**src/rtl/block_serial_subtractor.sv**
```systemverilog
// block_serial_subtractor: multi-cycle unsigned A - B - borrow, one
// BLOCK_WIDTH slice per clock, LSB slice first, with borrow-bypass skip.
//
// Ports:
//   iClk, iRst        clock (rising edge), async active-high reset
//   iA, iB, iBorrow   minuend, subtrahend, borrow-in (sampled on accept)
//   iValid / oReady   input handshake (oReady high only in IDLE)
//   oDiff, oBorrow    result and borrow-out, stable while oValid
//   oValid / iReady   output handshake
//   oBypassCnt        blocks whose borrow took the bypass path
//                     (present only when BYPASS_STAT_EN is defined)
//
// Optional feature macro: BYPASS_STAT_EN
module block_serial_subtractor #(
  parameter int ADDER_WIDTH = 32,
  parameter int BLOCK_WIDTH = 4
) (
  input  logic                   iClk,
  input  logic                   iRst,
  input  logic [ADDER_WIDTH-1:0] iA,
  input  logic [ADDER_WIDTH-1:0] iB,
  input  logic                   iBorrow,
  input  logic                   iValid,
  output logic                   oReady,
  output logic [ADDER_WIDTH-1:0] oDiff,
  output logic                   oBorrow,
  output logic                   oValid,
  input  logic                   iReady
`ifdef BYPASS_STAT_EN
  ,
  output logic [$clog2(ADDER_WIDTH/BLOCK_WIDTH+1)-1:0] oBypassCnt
`endif
);

  localparam int NB = ADDER_WIDTH / BLOCK_WIDTH;
  localparam int IW = (NB > 1) ? $clog2(NB) : 1;
  localparam int BW = BLOCK_WIDTH;
  localparam int AW = ADDER_WIDTH;
`ifdef BYPASS_STAT_EN
  localparam int CW = $clog2(NB + 1);
`endif

  typedef enum logic [1:0] {
    S_IDLE,
    S_RUN,
    S_DONE
  } state_t;

  state_t          state_q, state_d;
  logic [AW-1:0]   a_q, a_d;
  logic [AW-1:0]   b_q, b_d;
  logic            brw_q, brw_d;
  logic [IW-1:0]   idx_q, idx_d;
  logic [AW-1:0]   diff_q, diff_d;
  logic            bout_q, bout_d;
`ifdef BYPASS_STAT_EN
  logic [CW-1:0]   cnt_q, cnt_d;
`endif

  // Current slice datapath
  logic [31:0]     base;
  logic [BW-1:0]   a_blk;
  logic [BW-1:0]   b_blk;
  logic [BW:0]     sum;
  logic            bypass;
  logic            brw_nxt;
  logic            last;

  always_comb begin
    base  = 32'(idx_q) * 32'(BW);
    a_blk = a_q[base +: BW];
    b_blk = b_q[base +: BW];
    // a - b - brw == a + ~b + ~brw (mod 2^BW); carry out means no borrow
    sum   = {1'b0, a_blk} + {1'b0, ~b_blk}
          + {{BW{1'b0}}, ~brw_q};
    // Equal slices propagate the incoming borrow unchanged; the ripple
    // result would agree, the bypass just shortens the path.
    bypass  = &(~(a_blk ^ b_blk));
    brw_nxt = bypass ? brw_q : ~sum[BW];
    last    = (idx_q == IW'(NB - 1));
  end

  always_comb begin
    state_d = state_q;
    a_d     = a_q;
    b_d     = b_q;
    brw_d   = brw_q;
    idx_d   = idx_q;
    diff_d  = diff_q;
    bout_d  = bout_q;
`ifdef BYPASS_STAT_EN
    cnt_d   = cnt_q;
`endif
    case (state_q)
      S_IDLE: begin
        if (iValid) begin
          a_d     = iA;
          b_d     = iB;
          brw_d   = iBorrow;
          idx_d   = '0;
          state_d = S_RUN;
`ifdef BYPASS_STAT_EN
          cnt_d   = '0;
`endif
        end
      end
      S_RUN: begin
        diff_d[base +: BW] = sum[BW-1:0];
        brw_d = brw_nxt;
`ifdef BYPASS_STAT_EN
        cnt_d = cnt_q + CW'(bypass);
`endif
        if (last) begin
          bout_d  = brw_nxt;
          idx_d   = '0;
          state_d = S_DONE;
        end else begin
          idx_d = idx_q + 1'b1;
        end
      end
      S_DONE: begin
        if (iReady) begin
          state_d = S_IDLE;
        end
      end
      default: begin
        state_d = S_IDLE;
      end
    endcase
  end

  always_ff @(posedge iClk or posedge iRst) begin
    if (iRst) begin
      state_q <= S_IDLE;
      a_q     <= '0;
      b_q     <= '0;
      brw_q   <= 1'b0;
      idx_q   <= '0;
      diff_q  <= '0;
      bout_q  <= 1'b0;
    end else begin
      state_q <= state_d;
      a_q     <= a_d;
      b_q     <= b_d;
      brw_q   <= brw_d;
      idx_q   <= idx_d;
      diff_q  <= diff_d;
      bout_q  <= bout_d;
    end
  end

`ifdef BYPASS_STAT_EN
  always_ff @(posedge iClk or posedge iRst) begin
    if (iRst) begin
      cnt_q <= '0;
    end else begin
      cnt_q <= cnt_d;
    end
  end

  assign oBypassCnt = cnt_q;
`endif

  assign oReady  = (state_q == S_IDLE);
  assign oValid  = (state_q == S_DONE);
  assign oDiff   = diff_q;
  assign oBorrow = bout_q;

endmodule
```
**config.mk**
```make
export PLATFORM = sky130hd
export DESIGN_NAME = block_serial_subtractor
export DESIGN_NICKNAME = d
export VERILOG_FILES = /design/src/rtl/block_serial_subtractor.sv
export SDC_FILE = /design/constraint.sdc
export NUM_CORES = 1
export LEC_CHECK = 0
export CAP_MARGIN = 20
export CORE_MARGIN = 8
export CORE_UTILIZATION = 51
export DETAILED_ROUTE_END_ITERATION = 7
export GPL_TIMING_DRIVEN = 0
export HOLD_SLACK_MARGIN = 0.08
export PLACE_DENSITY = 0.8
export SYNTH_ARGS = -nofsm -noshare
export SYNTH_HDL_FRONTEND = slang
export SYNTH_SLANG_ARGS = --single-unit
```
**constraint.sdc**
```tcl
create_clock -name iClk -period 4.2 [get_ports iClk]
set_input_delay 0.42 -clock iClk [delete_from_list [all_inputs] [get_ports iClk]]
set_output_delay 0.42 -clock iClk [all_outputs]
set_load 0.05 [all_outputs]
```
# After elaboration in Yosys (flattened, before gate mapping)
# Cells that the tools add are included.
[totals]
out_inout_bits = 35
word_cells = 44
ff_bits = 103
[op_classes]
n_shift = 4
n_addsub = 4
n_mux = 11
bitwise_logic = 5
n_reduce_logical = 7
n_eq_ne = 6
[ops]
columns = ["operator", "n"]
rows = [
  ["indexed part select 32 x 6 -> 4 bit", 2],
  ["negator 5 -> 34 bit", 1],
  ["variable shift 4 x 34 -> 32 bit (first input constant)", 1],
  ["indexed part select 4 x 34 -> 32 bit", 1],
  ["bitwise mux 32 bit", 1],
  ["inverter 4 bit", 2],
  ["two-way mux 2 bit", 3],
  ["two-way mux 3 bit", 2],
  ["case mux 2 bit (3 select lines)", 1],
  ["case mux 3 bit (2 select lines)", 1],
  ["AND reduction 2 bit", 3],
  ["adder 4 x 4 -> 5 bit", 1],
  ["adder 5 x 1 -> 5 bit", 1],
  ["inequality test 2 bit (second input constant)", 2],
  ["AND reduction 4 bit", 1],
  ["bitwise XOR 4 bit", 1],
  ["adder 3 x 1 -> 3 bit (second input constant)", 1],
  ["== test 3 bit (second input constant)", 1],
  ["AND reduction 3 bit", 1],
  ["== test 2 x 1 -> 1 bit (second input constant)", 1],
  ["== test 2 bit (second input constant)", 1],
  ["zero test 2 bit", 1],
  ["two-way mux 1 bit", 2],
  ["inequality test 2 x 1 -> 1 bit (second input constant)", 1],
  ["3 further kinds", 4],
]

# Logic depth before layout (Yosys ltp)
# Gate-level depths: netlist (run 1).
[depth]
depth_word = 7
mapped_depth = 11

# Least setup slack after synthesis (run 1)
# No wires, ideal clock.
[synth_path]
path_type = "reg2reg"
startpoint = "reg idx_q[0]"
endpoint = "reg diff_q[10], in the netlist oDiff[10]"
setup_ps = 125
slack_ps = 1240
synth_period_minus_slack_ps = 2960
arrival_ps = 2835
n_path_buf = 1
required_ps = 4075
stages_incl_launch_ff = 11
cell_sequence = "dfrtp_1 -> buf_6 -> mux4_1 -> nand2_1 -> and2_1 -> inv_1 -> fa_1 -> fa_1 -> xor2_1 -> nor2_1 -> mux2_2"
[synth_between]
elab_chain_cells = 6
[synth_rtl]
columns = ["element", "line", "text"]
rows = [
  ["start: declaration", "53", "logic [IW-1:0] idx_q, idx_d;"],
  ["start signal: assignment", "146", "idx_q <= idx_d;"],
  ["indexed part select 32 x 6 -> 4 bit", "72", "b_blk = b_q[base +: BW];"],
  ["inverter 4 bit", "74", "sum = {1'b0, a_blk} + {1'b0, ~b_blk}"],
  ["adder 4 x 4 -> 5 bit", "74", ""],
  ["adder 5 x 1 -> 5 bit", "75", "+ {{BW{1'b0}}, ~brw_q};"],
  ["indexed part select 4 x 34 -> 32 bit", "108", "diff_d[base +: BW] = sum[BW-1:0];"],
  ["bitwise mux 32 bit (*)", "108", ""],
  ["end signal: assignment", "147", "diff_q <= diff_d;"],
  ["end: declaration", "54", "logic [AW-1:0] diff_q, diff_d;"],
]
# Mark *: on every way between the ends. The rest lies on a longest branch, timed or not.
# A chain may end at the register's enable or synchronous reset.

# Final worst setup path (run 1)
# Same ends and word-level chain as after synthesis.

==> results.tsv, run 1 <==
stage	metric	value	unit
drt	drt-total-wl	10.8	mm
floorplanning	die_w	113	um
grt	overflow	0	
worst_setup_path	cp.arrival	3.85	ns
final_layout	multi_input_area	2120	sq um
sta	layout_setup_ws	0.604	ns
clocking	clockRootBuffer	clkbuf_8	
synth	avgSynthCellArea	14.2	sq um
synth	synth-xor-area-share	0.363	%
pwr	netSwitchingPower	2.37	mW
floorplanning	core	9200	sq um
drt	drtPass1Iterations	4	
sta	fin_setup_tns	0	ns
clocking	cts_post_setup_buffers_inserted	0	
clocking	cts_buffers	9	
clocking	clk_path_buf_depth	2	
synth	async_reset_ff_share	100	%
drt	vias_per_cell	5.56	
place	io_buffers	103	
final_layout	area_growth_syn_to_layout	29.1	%
grt	grt_usage	17.7	%
sta	period_needed	3.60	ns
synth	synth_warnings	0	
drt	wl_per_cell	18.9	um
synth	synth_compound_area_share	3.47	%
worst_setup_path	start_kind	flip-flop	
final_layout	drive_gt1_share	29.3	%
final_layout	postLayoutCoreUtil	67.8	%
synth	synthAdderAreaFrac	3.68	%
pwr	p_leak	2.68	nW
grt	grt_pass1_wl	17.9	mm
clocking	cts_resized	0	
drt	vias	3176	
pwr	pwr-share-clk	11.7	%
worst_setup_path	critical-path-slowest-cell	mux4_1	
final_layout	diodes	0	
synth	synth_edf_count	0	
drt	drcViolationCount	0	
worst_setup_path	worstPathBufferInverterCount	2	
synth	syn_inst	340	
synth	synth_cell_types	39	
sta	drv_slew	0	
synth	synth_most_common_cell	dfrtp_1	
pwr	internal_power	3.13	mW
run_status	status	completed	
floorplanning	row_count	35	
worst_setup_path	crit_type	reg2reg	
sta	tightest_slew	0.794	ns
pwr	power_frac_comb	57.4	%
final_layout	fill_cells	658	
clocking	cts.sinks	103	
final_layout	fin_area	6230	sq um
place	place_area	6030	sq um
pwr	power_density	881	nW/um^2
sta	fin_skew	0.00975	ns
synth	yosys.area.top_type	dfrtp_1	
grt	antenna_found_initial	0	
synth	synth_top_family_by_area	multiplexers	
sta	hold_viol	0	
sta	rsz0062_at_grt	false	
synth	netlist_area	4830	sq um
synth	yosysSeqAreaShare	53.4	%
synth	synthTopCellsByCount	dfrtp_1 (103), mux2_2 (77), nand2_1 (27), nor2_1 (14), mux4_2 (12)	
sta	fin_crit_sh	85.6	%
worst_setup_path	crit_family	multiplexers	
floorplanning	initial_utilization	52.5	%
synth	synth_area_leaders	dfrtp_1 (53%), mux2_2 (18%), mux4_2 (5.6%), ha_1 (2.9%), mux4_1 (2.2%)	
synth	synthMuxAreaShare	28.0	%
synth	synth_nets	422	
pwr	ir_drop	0.461	mV
floorplanning	io-pin-count	104	
final_layout	nets	537	
pwr	finalPower	5.49	mW
clocking	htree_levels	3	
place	dp_hpwl	8.29	mm
clocking	clkTransAtPathRegs	0.10	ns
clocking	clk_latency	0.37	ns
place	place.gp.congestion	0.812	
drt	ant_nets	0	
sta	fmax	278	MHz
worst_setup_path	worstSetupEndpointType	flip-flop	
sta	slew_headroom	46.7	%
worst_setup_path	max_stage_delay	0.59	ns
synth	synth_simple_gate_area_share	8.35	%
synth	ys.flop_type	dfrtp_1	
worst_setup_path	required	4.46	ns
run	max_cap_viol_count	0	
place	place_ws	0.587	ns
synth	yosys.area.top_type_share	53.4	%
final_layout	regArea	2580	sq um
synth	synth-seq-cells	103	
pwr	seq_power_share	30.9	%
worst_setup_path	path_cells	buf_6 > mux4_1 > nand2_1 > and2_1 > inv_1 > fa_1 > fa_1 > xor2_1 > nor2_1 > mux2_2	
grt	grt_pass1_vias	3533	
grt	grt_max_degree	59	
pwr	swShare	43.1	%
clocking	hold_buffers	0	
min_path	hp-class	in2async	
worst_setup_path	critPathMostFrequentCell	fa_1	
worst_setup_path	cp_max_fo	10	
sta	setup_violations	0	
clocking	cts_tree	yes	
floorplanning	dieArea	12800	sq um
floorplanning	die_h	113	um
drt	drt-initial-drc-count	102	
==> registers in the layout, indices dropped and copies added (netlist names) <==
signal and count:
oBorrow 1, state_q 2, b_q 32, brw_q 1
a_q 32, idx_q 3, oDiff 32
==> power groups by stage <==
stage / sequential [mW] / combinational [mW] / clock [mW]
after floorplan: 2.03 / 1.91 / 0
after global placement: 1.69 / 3.11 / 0
after detailed placement: 1.72 / 3.19 / 0
after CTS: 1.70 / 3.19 / 0.654
after global routing: 1.77 / 3.43 / 0.695
final: 1.70 / 3.15 / 0.643
==> kinds of logic (layout without fill, tap and decap cells) <==
kind of cell,Yosys count,count (layout)
AO/OA/AOI/OAI,26,26
flip-flops,103,103
adder cells (fa/ha/maj),13,13
AND/OR/NAND/NOR,69,69
multiplexers,102,102
XOR/XNOR,2,2
buffers and inverters,25,145
==> placed cells by master (no fill, tap or decap), drive strengths merged, types with 2 or more instances in the layout <==
master and count:
mux2 82, and2 4, nand3 3, nand3b 4
clkdlybuf4s50 103, o21ai 6, dfrtp 103, or3 3
clkinv 2, nor2b 3, nor2 14, mux2i 4
buf 15, mux4 16, nand2 27, inv 13
clkbuf 11, fa 2, a21oi 6, nand2b 3
ha 11, nand4b 4, o31ai 9
==> worst paths after layout <==
| kind | from | to | slack (ns) | cells after the start |
|---|---|---|---|---|
| setup / recovery | idx_q[0]$_DFFE_PP0P_ | oDiff[10]$_DFFE_PP0P_ | 0.60 | 10 |
| hold / removal | iRst | a_q[21]$_DFFE_PP0P_ | 0.48 | 2 |
| setup reg to reg | idx_q[0]$_DFFE_PP0P_ | oDiff[10]$_DFFE_PP0P_ | 0.60 | 10 |
| hold reg to reg | a_q[26]$_DFFE_PP0P_ | a_q[26]$_DFFE_PP0P_ | 0.49 | 1 |
| max in group asynchronous | iRst | b_q[0]$_DFFE_PP0P_ | 3.04 | 3 |
| min in group iClk | a_q[26]$_DFFE_PP0P_ | a_q[26]$_DFFE_PP0P_ | 0.49 | 1 |
==> routing by layer <==
layer | up-vias | GRT usage, % | share of wire [%] | routed length, um
met5 | - | 0 | 0 | 0
met4 | 0 | 3.91 | 1.1 | 115
met3 | 11 | 5.17 | 5.7 | 611
li1 | 1454 | - | - | -
met2 | 87 | 30.7 | 50 | 5410
met1 | 1624 | 21.3 | 43 | 4620
==> through the flow <==
step	cells	hold WS, ns
5_1_grt	571	0.524
4_1_cts	571	0.494
6_report	571	0.480
3_3_place_gp	554	0.460
2_1_floorplan	340	0.452
3_5_place_dp	555	0.471
==> layout make-up <==
type | count | area share (%)
well taps | 111 | 2.23
multi-input cells | 212 | 33.9
repair buffers | 104 | 17.0
flip-flops and latches | 103 | 41.3
inverters | 11 | 0.703
clock buffers | 11 | 2.27
plain buffers | 14 | 1.49
clock inverters | 5 | 1.04
Note: power is estimated with default switching activity, not from simulation.
==> inputs of run 2 (changes only) <==
--- a/config.mk
+++ b/config.mk
@@ -7,11 +7,10 @@
 export LEC_CHECK = 0
 export CAP_MARGIN = 20
 export CORE_MARGIN = 8
-export CORE_UTILIZATION = 51
+export CORE_UTILIZATION = 25
 export DETAILED_ROUTE_END_ITERATION = 7
 export GPL_TIMING_DRIVEN = 0
 export HOLD_SLACK_MARGIN = 0.08
-export PLACE_DENSITY = 0.8
 export SYNTH_ARGS = -nofsm -noshare
 export SYNTH_HDL_FRONTEND = slang
 export SYNTH_SLANG_ARGS = --single-unit
==> results.tsv, run 2 (synthesized netlist as in run 1, its figures left out) <==
stage	metric	value	unit	change
pwr	power_frac_comb	55.0	%	-2.4 points
floorplanning	initial_utilization	25.1	%	-27 points
grt	grt_pass1_wl	19.9	mm	+11%
worst_setup_path	crit_type	reg2reg		
grt	overflow	0		unchanged
floorplanning	core	19200	sq um	+110%
min_path	hp-class	reg2reg		
clocking	clockRootBuffer	clkbuf_16		
drt	vias_per_cell	4.33		-22%
sta	slew_headroom	45.3	%	-1.3 points
pwr	internal_power	3.42	mW	+9.5%
clocking	cts_post_setup_buffers_inserted	0		unchanged
clocking	clkTransAtPathRegs	0.07	ns	-0.03 ns
run	max_cap_viol_count	0		unchanged
grt	grt_pass1_vias	3554		+0.59%
sta	hold_viol	0		unchanged
clocking	hold_buffers	0		unchanged
min_path	min_to	oDiff[19]$_DFFE_PP0P_		
pwr	pwr-share-clk	16.3	%	+4.6 points
min_path	hold_depth	2		
final_layout	multi_input_area	2120	sq um	unchanged
sta	whs	0.485	ns	+0.00476 ns
pwr	netSwitchingPower	2.52	mW	+6.2%
drt	drt-initial-drc-count	99		-2.9%
final_layout	drive_gt1_share	29.3	%	unchanged
drt	wl_per_cell	17.4	um	-7.8%
drt	vias	3136		-1.3%
worst_setup_path	rr_endpoint	oDiff[26]$_DFFE_PP0P_		
clocking	cts.sinks	103		unchanged
worst_setup_path	ff2ff_setup_slack	0.53	ns	-0.07 ns
sta	setup_violations	0		unchanged
clocking	htree_levels	3		unchanged
pwr	ir_drop	0.472	mV	+2.3%
clocking	cts_resized	0		unchanged
floorplanning	row_count	51		+46%
sta	tightest_slew	0.814	ns	+0.0195 ns
clocking	clk_path_buf_depth	2		unchanged
sta	rsz0062_at_grt	false		
worst_setup_path	rr_startpoint	idx_q[0]$_DFFE_PP0P_		
place	io_buffers	103		unchanged
grt	grt_usage	10.8	%	-6.9 points
pwr	seq_power_share	28.7	%	-2.2 points
clocking	clk_latency	0.35	ns	-0.02 ns
floorplanning	die_w	155	um	+37%
place	dp_hpwl	9.56	mm	+15%
final_layout	diodes	0		unchanged
drt	drt-total-wl	12.6	mm	+17%
drt	drcViolationCount	0		unchanged
sta	fin_crit_sh	87.3	%	+1.7 points
drt	drtPass1Iterations	4		unchanged
pwr	swShare	42.4	%	-0.75 points
place	place.gp.congestion	0.754		-7.1%
sta	fin_skew	0.0105	ns	+0.000711 ns
final_layout	layout_common_cells	dfrtp_1 (103), clkdlybuf4s50_1 (103), mux2_2 (77)		
pwr	p_leak	2.74	nW	+2.4%
grt	antenna_found_initial	0		unchanged
worst_setup_path	r2r_cells	10		unchanged
final_layout	regArea	2580	sq um	unchanged
place	placed_cells	709		+28%
sta	period_needed	3.67	ns	+0.0694 ns
run_status	status	completed		
worst_setup_path	start_kind	flip-flop		
worst_setup_path	required	4.43	ns	-0.03 ns
sta	fmax	273	MHz	-1.9%
grt	grt_max_degree	58		-1.7%
min_path	hp-start	oDiff[19]$_DFFE_PP0P_		
final_layout	area_growth_syn_to_layout	36.0	%	
final_layout	nets	537		unchanged
clocking	cts_tree	yes		
pwr	finalPower	5.94	mW	+8.1%
final_layout	fill_cells	1893		+190%
drt	ant_nets	0		unchanged
floorplanning	die_h	155	um	+37%
worst_setup_path	cp_max_fo	10		unchanged
sta	drv_slew	0		unchanged
floorplanning	dieArea	24000	sq um	+87%
pwr	power_density	905	nW/um^2	+2.7%
floorplanning	io-pin-count	104		unchanged
worst_setup_path	worstSetupEndpointType	flip-flop		
final_layout	finalNonFillerCells	725		+27%
worst_setup_path	cp.arrival	3.89	ns	+0.04 ns
clocking	cts_buffers	9		unchanged
[run 2: cell count changes in the layout (fill, tap and decap cells not counted), sizes merged]
cell | before | now
clkinv | 2 | 1
bufinv | 1 | 3
clkbuf | 11 | 10
[run 2: routing by layer]
layer	routed length [um]	up-vias	global-route usage, %
met5	0	-	0
met4	109	0	2.66
met3	521	8	2.80
met2	6170	61	17.9
met1	5790	1614	13.7
li1	-	1453	-
[run 2: metrics by stage]
step / worst slack (ns) / setup TNS (ns) / instance area, sq um / utilization (%)
global route: 0.275 / 0 / 6560 / 34.2
floorplan: 1.08 / 0 / 4830 / -
CTS: 0.477 / 0 / 6560 / 34.2
finish: 0.535 / 0 / 6560 / 34.2
global placement: -0.417 / -41.95 / 6190 / 32.2
detailed placement: 0.462 / 0 / 6220 / 32.4
[run 2: worst max-delay path, stage by stage (launching register included)]
cell	delay, ns
dfrtp_1	0.52
buf_6	0.25
mux4_1	0.63
nand2_1	0.09
and2_1	0.14
inv_1	0.06
fa_1	0.43
fa_1	0.42
xor2_1	0.55
nor2_1	0.16
mux2_4	0.30
[run 2: worst max path at each step]
stage / start / end / slack (ns) / cells after the start
6_report: idx_q[0]$_DFFE_PP0P_ / oDiff[26]$_DFFE_PP0P_ / 0.53 / 10
5_1_grt: idx_q[0]$_DFFE_PP0P_ / oDiff[26]$_DFFE_PP0P_ / 0.28 / 10
4_1_cts: idx_q[0]$_DFFE_PP0P_ / oDiff[26]$_DFFE_PP0P_ / 0.48 / 10
3_5_place_dp: idx_q[0]$_DFFE_PP0P_ / oDiff[26]$_DFFE_PP0P_ / 0.46 / 10
3_3_place_gp: iRst / b_q[25]$_DFFE_PP0P_ / -0.42 / 2
2_1_floorplan: iRst / a_q[0]$_DFFE_PP0P_ / 1.08 / 1
[run 2: power by group through the flow]
stage	clock network, mW	registers, mW	logic, mW
detailed placement	0	1.73	3.34
global route	1.04	1.77	3.57
global placement	0	1.70	3.28
CTS	0.997	1.71	3.34
finish	0.968	1.71	3.27
floorplan	0	2.03	1.91
[run 2: area by class of cell]
cell class | count | share of cell area, %
Sequential cell | 103 | 39.3
Multi-Input combinational cell | 212 | 32.2
Timing Repair Buffer | 104 | 16.1
Tap cell | 265 | 5.05
Clock buffer | 10 | 3.49
Clock inverter | 6 | 1.75
Buffer | 14 | 1.41
Inverter | 11 | 0.667
==> inputs of run 3 (changes only) <==
--- a/config.mk
+++ b/config.mk
@@ -6,11 +6,15 @@
 export NUM_CORES = 1
 export LEC_CHECK = 0
 export CAP_MARGIN = 20
+export CELL_PAD_IN_SITES_DETAIL_PLACEMENT = 2
+export CELL_PAD_IN_SITES_GLOBAL_PLACEMENT = 2
 export CORE_MARGIN = 8
 export CORE_UTILIZATION = 25
 export DETAILED_ROUTE_END_ITERATION = 7
 export GPL_TIMING_DRIVEN = 0
 export HOLD_SLACK_MARGIN = 0.08
+export PLACE_DENSITY_LB_ADDON = 0.1
+export SETUP_SLACK_MARGIN = 0.05
 export SYNTH_ARGS = -nofsm -noshare
 export SYNTH_HDL_FRONTEND = slang
 export SYNTH_SLANG_ARGS = --single-unit
==> results.tsv, run 3 (synthesized netlist as in run 1, its figures left out) <==
stage	metric	value	unit	change
drt	drt-initial-drc-count	100		+1.0%
sta	setup_violations	0		unchanged
worst_setup_path	required	4.44	ns	about the same
min_path	hp-start	oDiff[16]$_DFFE_PP0P_		
sta	rsz0062_at_grt	false		
floorplanning	io-pin-count	104		unchanged
drt	wl_per_cell	18.6	um	+6.8%
min_path	hp-class	reg2reg		
final_layout	regArea	2580	sq um	unchanged
worst_setup_path	rr_startpoint	idx_q[0]$_DFFE_PP0P_		
clocking	clk_path_buf_depth	2		unchanged
clocking	clockRootBuffer	clkbuf_16		
pwr	ir_drop	0.359	mV	-24%
floorplanning	die_h	155	um	unchanged
clocking	clk_latency	0.36	ns	about the same
clocking	clkTransAtPathRegs	0.07	ns	about the same
final_layout	area_growth_syn_to_layout	34.9	%	
grt	antenna_found_initial	0		unchanged
place	dp_hpwl	10.3	mm	+7.8%
clocking	cts_resized	0		unchanged
drt	vias_per_cell	4.39		+1.6%
sta	drv_slew	0		unchanged
run	max_cap_viol_count	0		unchanged
floorplanning	die_w	155	um	unchanged
grt	grt_pass1_vias	3782		+6.4%
grt	grt_pass1_wl	21.6	mm	+8.3%
floorplanning	core	19200	sq um	unchanged
place	io_buffers	103		unchanged
worst_setup_path	cp_max_fo	10		unchanged
final_layout	nets	537		unchanged
min_path	min_to	oDiff[16]$_DFFE_PP0P_		
clocking	htree_levels	3		unchanged
clocking	cts_tree	yes		
drt	drcViolationCount	0		unchanged
floorplanning	row_count	51		unchanged
final_layout	fill_cells	2004		+5.9%
final_layout	layout_common_cells	dfrtp_1 (103), clkdlybuf4s50_1 (103), mux2_2 (77)		
sta	fmax	273	MHz	about the same
worst_setup_path	r2r_cells	10		unchanged
min_path	hold_depth	2		unchanged
sta	slew_headroom	46.3	%	+0.92 points
final_layout	diodes	0		unchanged
drt	ant_nets	0		unchanged
grt	overflow	0		unchanged
run_status	status	completed		
pwr	p_leak	2.72	nW	-1.1%
clocking	hold_buffers	0		unchanged
sta	hold_viol	0		unchanged
place	place_ws	0.420	ns	-0.0415 ns
clocking	cts.sinks	103		unchanged
worst_setup_path	cp.arrival	3.91	ns	+0.02 ns
drt	vias	3186		+1.6%
grt	grt_usage	11.7	%	+0.94 points
place	placed_cells	709		unchanged
grt	grt_max_degree	56		-3.4%
worst_setup_path	ff2ff_setup_slack	0.53	ns	about the same
floorplanning	dieArea	24000	sq um	unchanged
sta	period_needed	3.67	ns	+0.00251 ns
drt	drt-total-wl	13.4	mm	+6.8%
clocking	cts_buffers	9		unchanged
final_layout	drive_gt1_share	29.6	%	+0.22 points
worst_setup_path	crit_type	reg2reg		
worst_setup_path	rr_endpoint	oDiff[10]$_DFFE_PP0P_		
floorplanning	initial_utilization	25.1	%	unchanged
pwr	power_density	892	nW/um^2	-1.4%
sta	fin_crit_sh	87.3	%	about the same
sta	layout_setup_ws	0.532	ns	-0.00251 ns
drt	drtPass1Iterations	4		unchanged
clocking	cts_post_setup_buffers_inserted	0		unchanged
worst_setup_path	worstSetupEndpointType	flip-flop		
final_layout	multi_input_area	2120	sq um	unchanged
place	place.gp.congestion	0.731		-3.1%
worst_setup_path	start_kind	flip-flop		
sta	fin_setup_tns	0	ns	unchanged
final_layout	finalNonFillerCells	725		unchanged
sta	tightest_slew	0.800	ns	-0.0137 ns
sta	fin_skew	0.0149	ns	+0.00443 ns
[run 3: per-layer routing]
metal | vias up | global-route usage (%) | share of wire [%]
li1 | 1451 | - | -
met1 | 1641 | 14.8 | 45
met2 | 77 | 18.8 | 47
met3 | 17 | 3.11 | 5.2
met4 | 0 | 4.67 | 2.0
met5 | - | 0 | 0
[run 3: area by class of cell]
class / instances / area share, %
buffer: 14 / 1.42
clock buffer: 10 / 3.67
clock inverter: 6 / 0.788
inverter: 11 / 0.673
multi-input combinational: 212 / 32.5
sequential: 103 / 39.6
tap: 265 / 5.09
timing repair buffer: 104 / 16.3
[run 3: worst max path at each step]
stage | startpoint | endpoint | depth (start not counted) | slack (ns)
final | idx_q[0]$_DFFE_PP0P_ | oDiff[10]$_DFFE_PP0P_ | 10 | 0.53
after global routing | idx_q[0]$_DFFE_PP0P_ | oDiff[10]$_DFFE_PP0P_ | 10 | 0.24
after CTS | idx_q[0]$_DFFE_PP0P_ | oDiff[10]$_DFFE_PP0P_ | 10 | 0.41
after detailed placement | idx_q[0]$_DFFE_PP0P_ | oDiff[10]$_DFFE_PP0P_ | 10 | 0.42
after global placement | iRst | b_q[26]$_DFFE_PP0P_ | 2 | -0.66
after floorplan | iRst | a_q[0]$_DFFE_PP0P_ | 1 | 1.08
[run 3: critical path, stage by stage (launching register included)]
cell	delay (ns)
dfrtp_1	0.52
buf_6	0.25
mux4_1	0.63
nand2_1	0.09
and2_1	0.15
inv_1	0.06
fa_1	0.43
fa_1	0.42
xor2_1	0.55
nor2_1	0.16
mux2_2	0.29
[run 3: power by group]
| part | switching (mW) | internal [mW] | total (mW) |
|---|---|---|---|
| combinational | 1.88 | 1.38 | 3.27 |
| sequential | 0.259 | 1.45 | 1.71 |
| clock | 0.402 | 0.427 | 0.830 |
| total | 2.55 | 3.26 | 5.81 |
[run 3: per-stage QoR]
stage	cell area [sq um]	util [%]	hold slack (ns)	total power [mW]
final	6510	33.9	0.484	5.81
after global routing	6510	33.9	0.521	6.26
after CTS	6510	33.9	0.490	5.96
after detailed placement	6220	32.4	0.473	5.10
after global placement	6190	32.2	0.468	5.01
after floorplan	4830	-	0.452	3.94
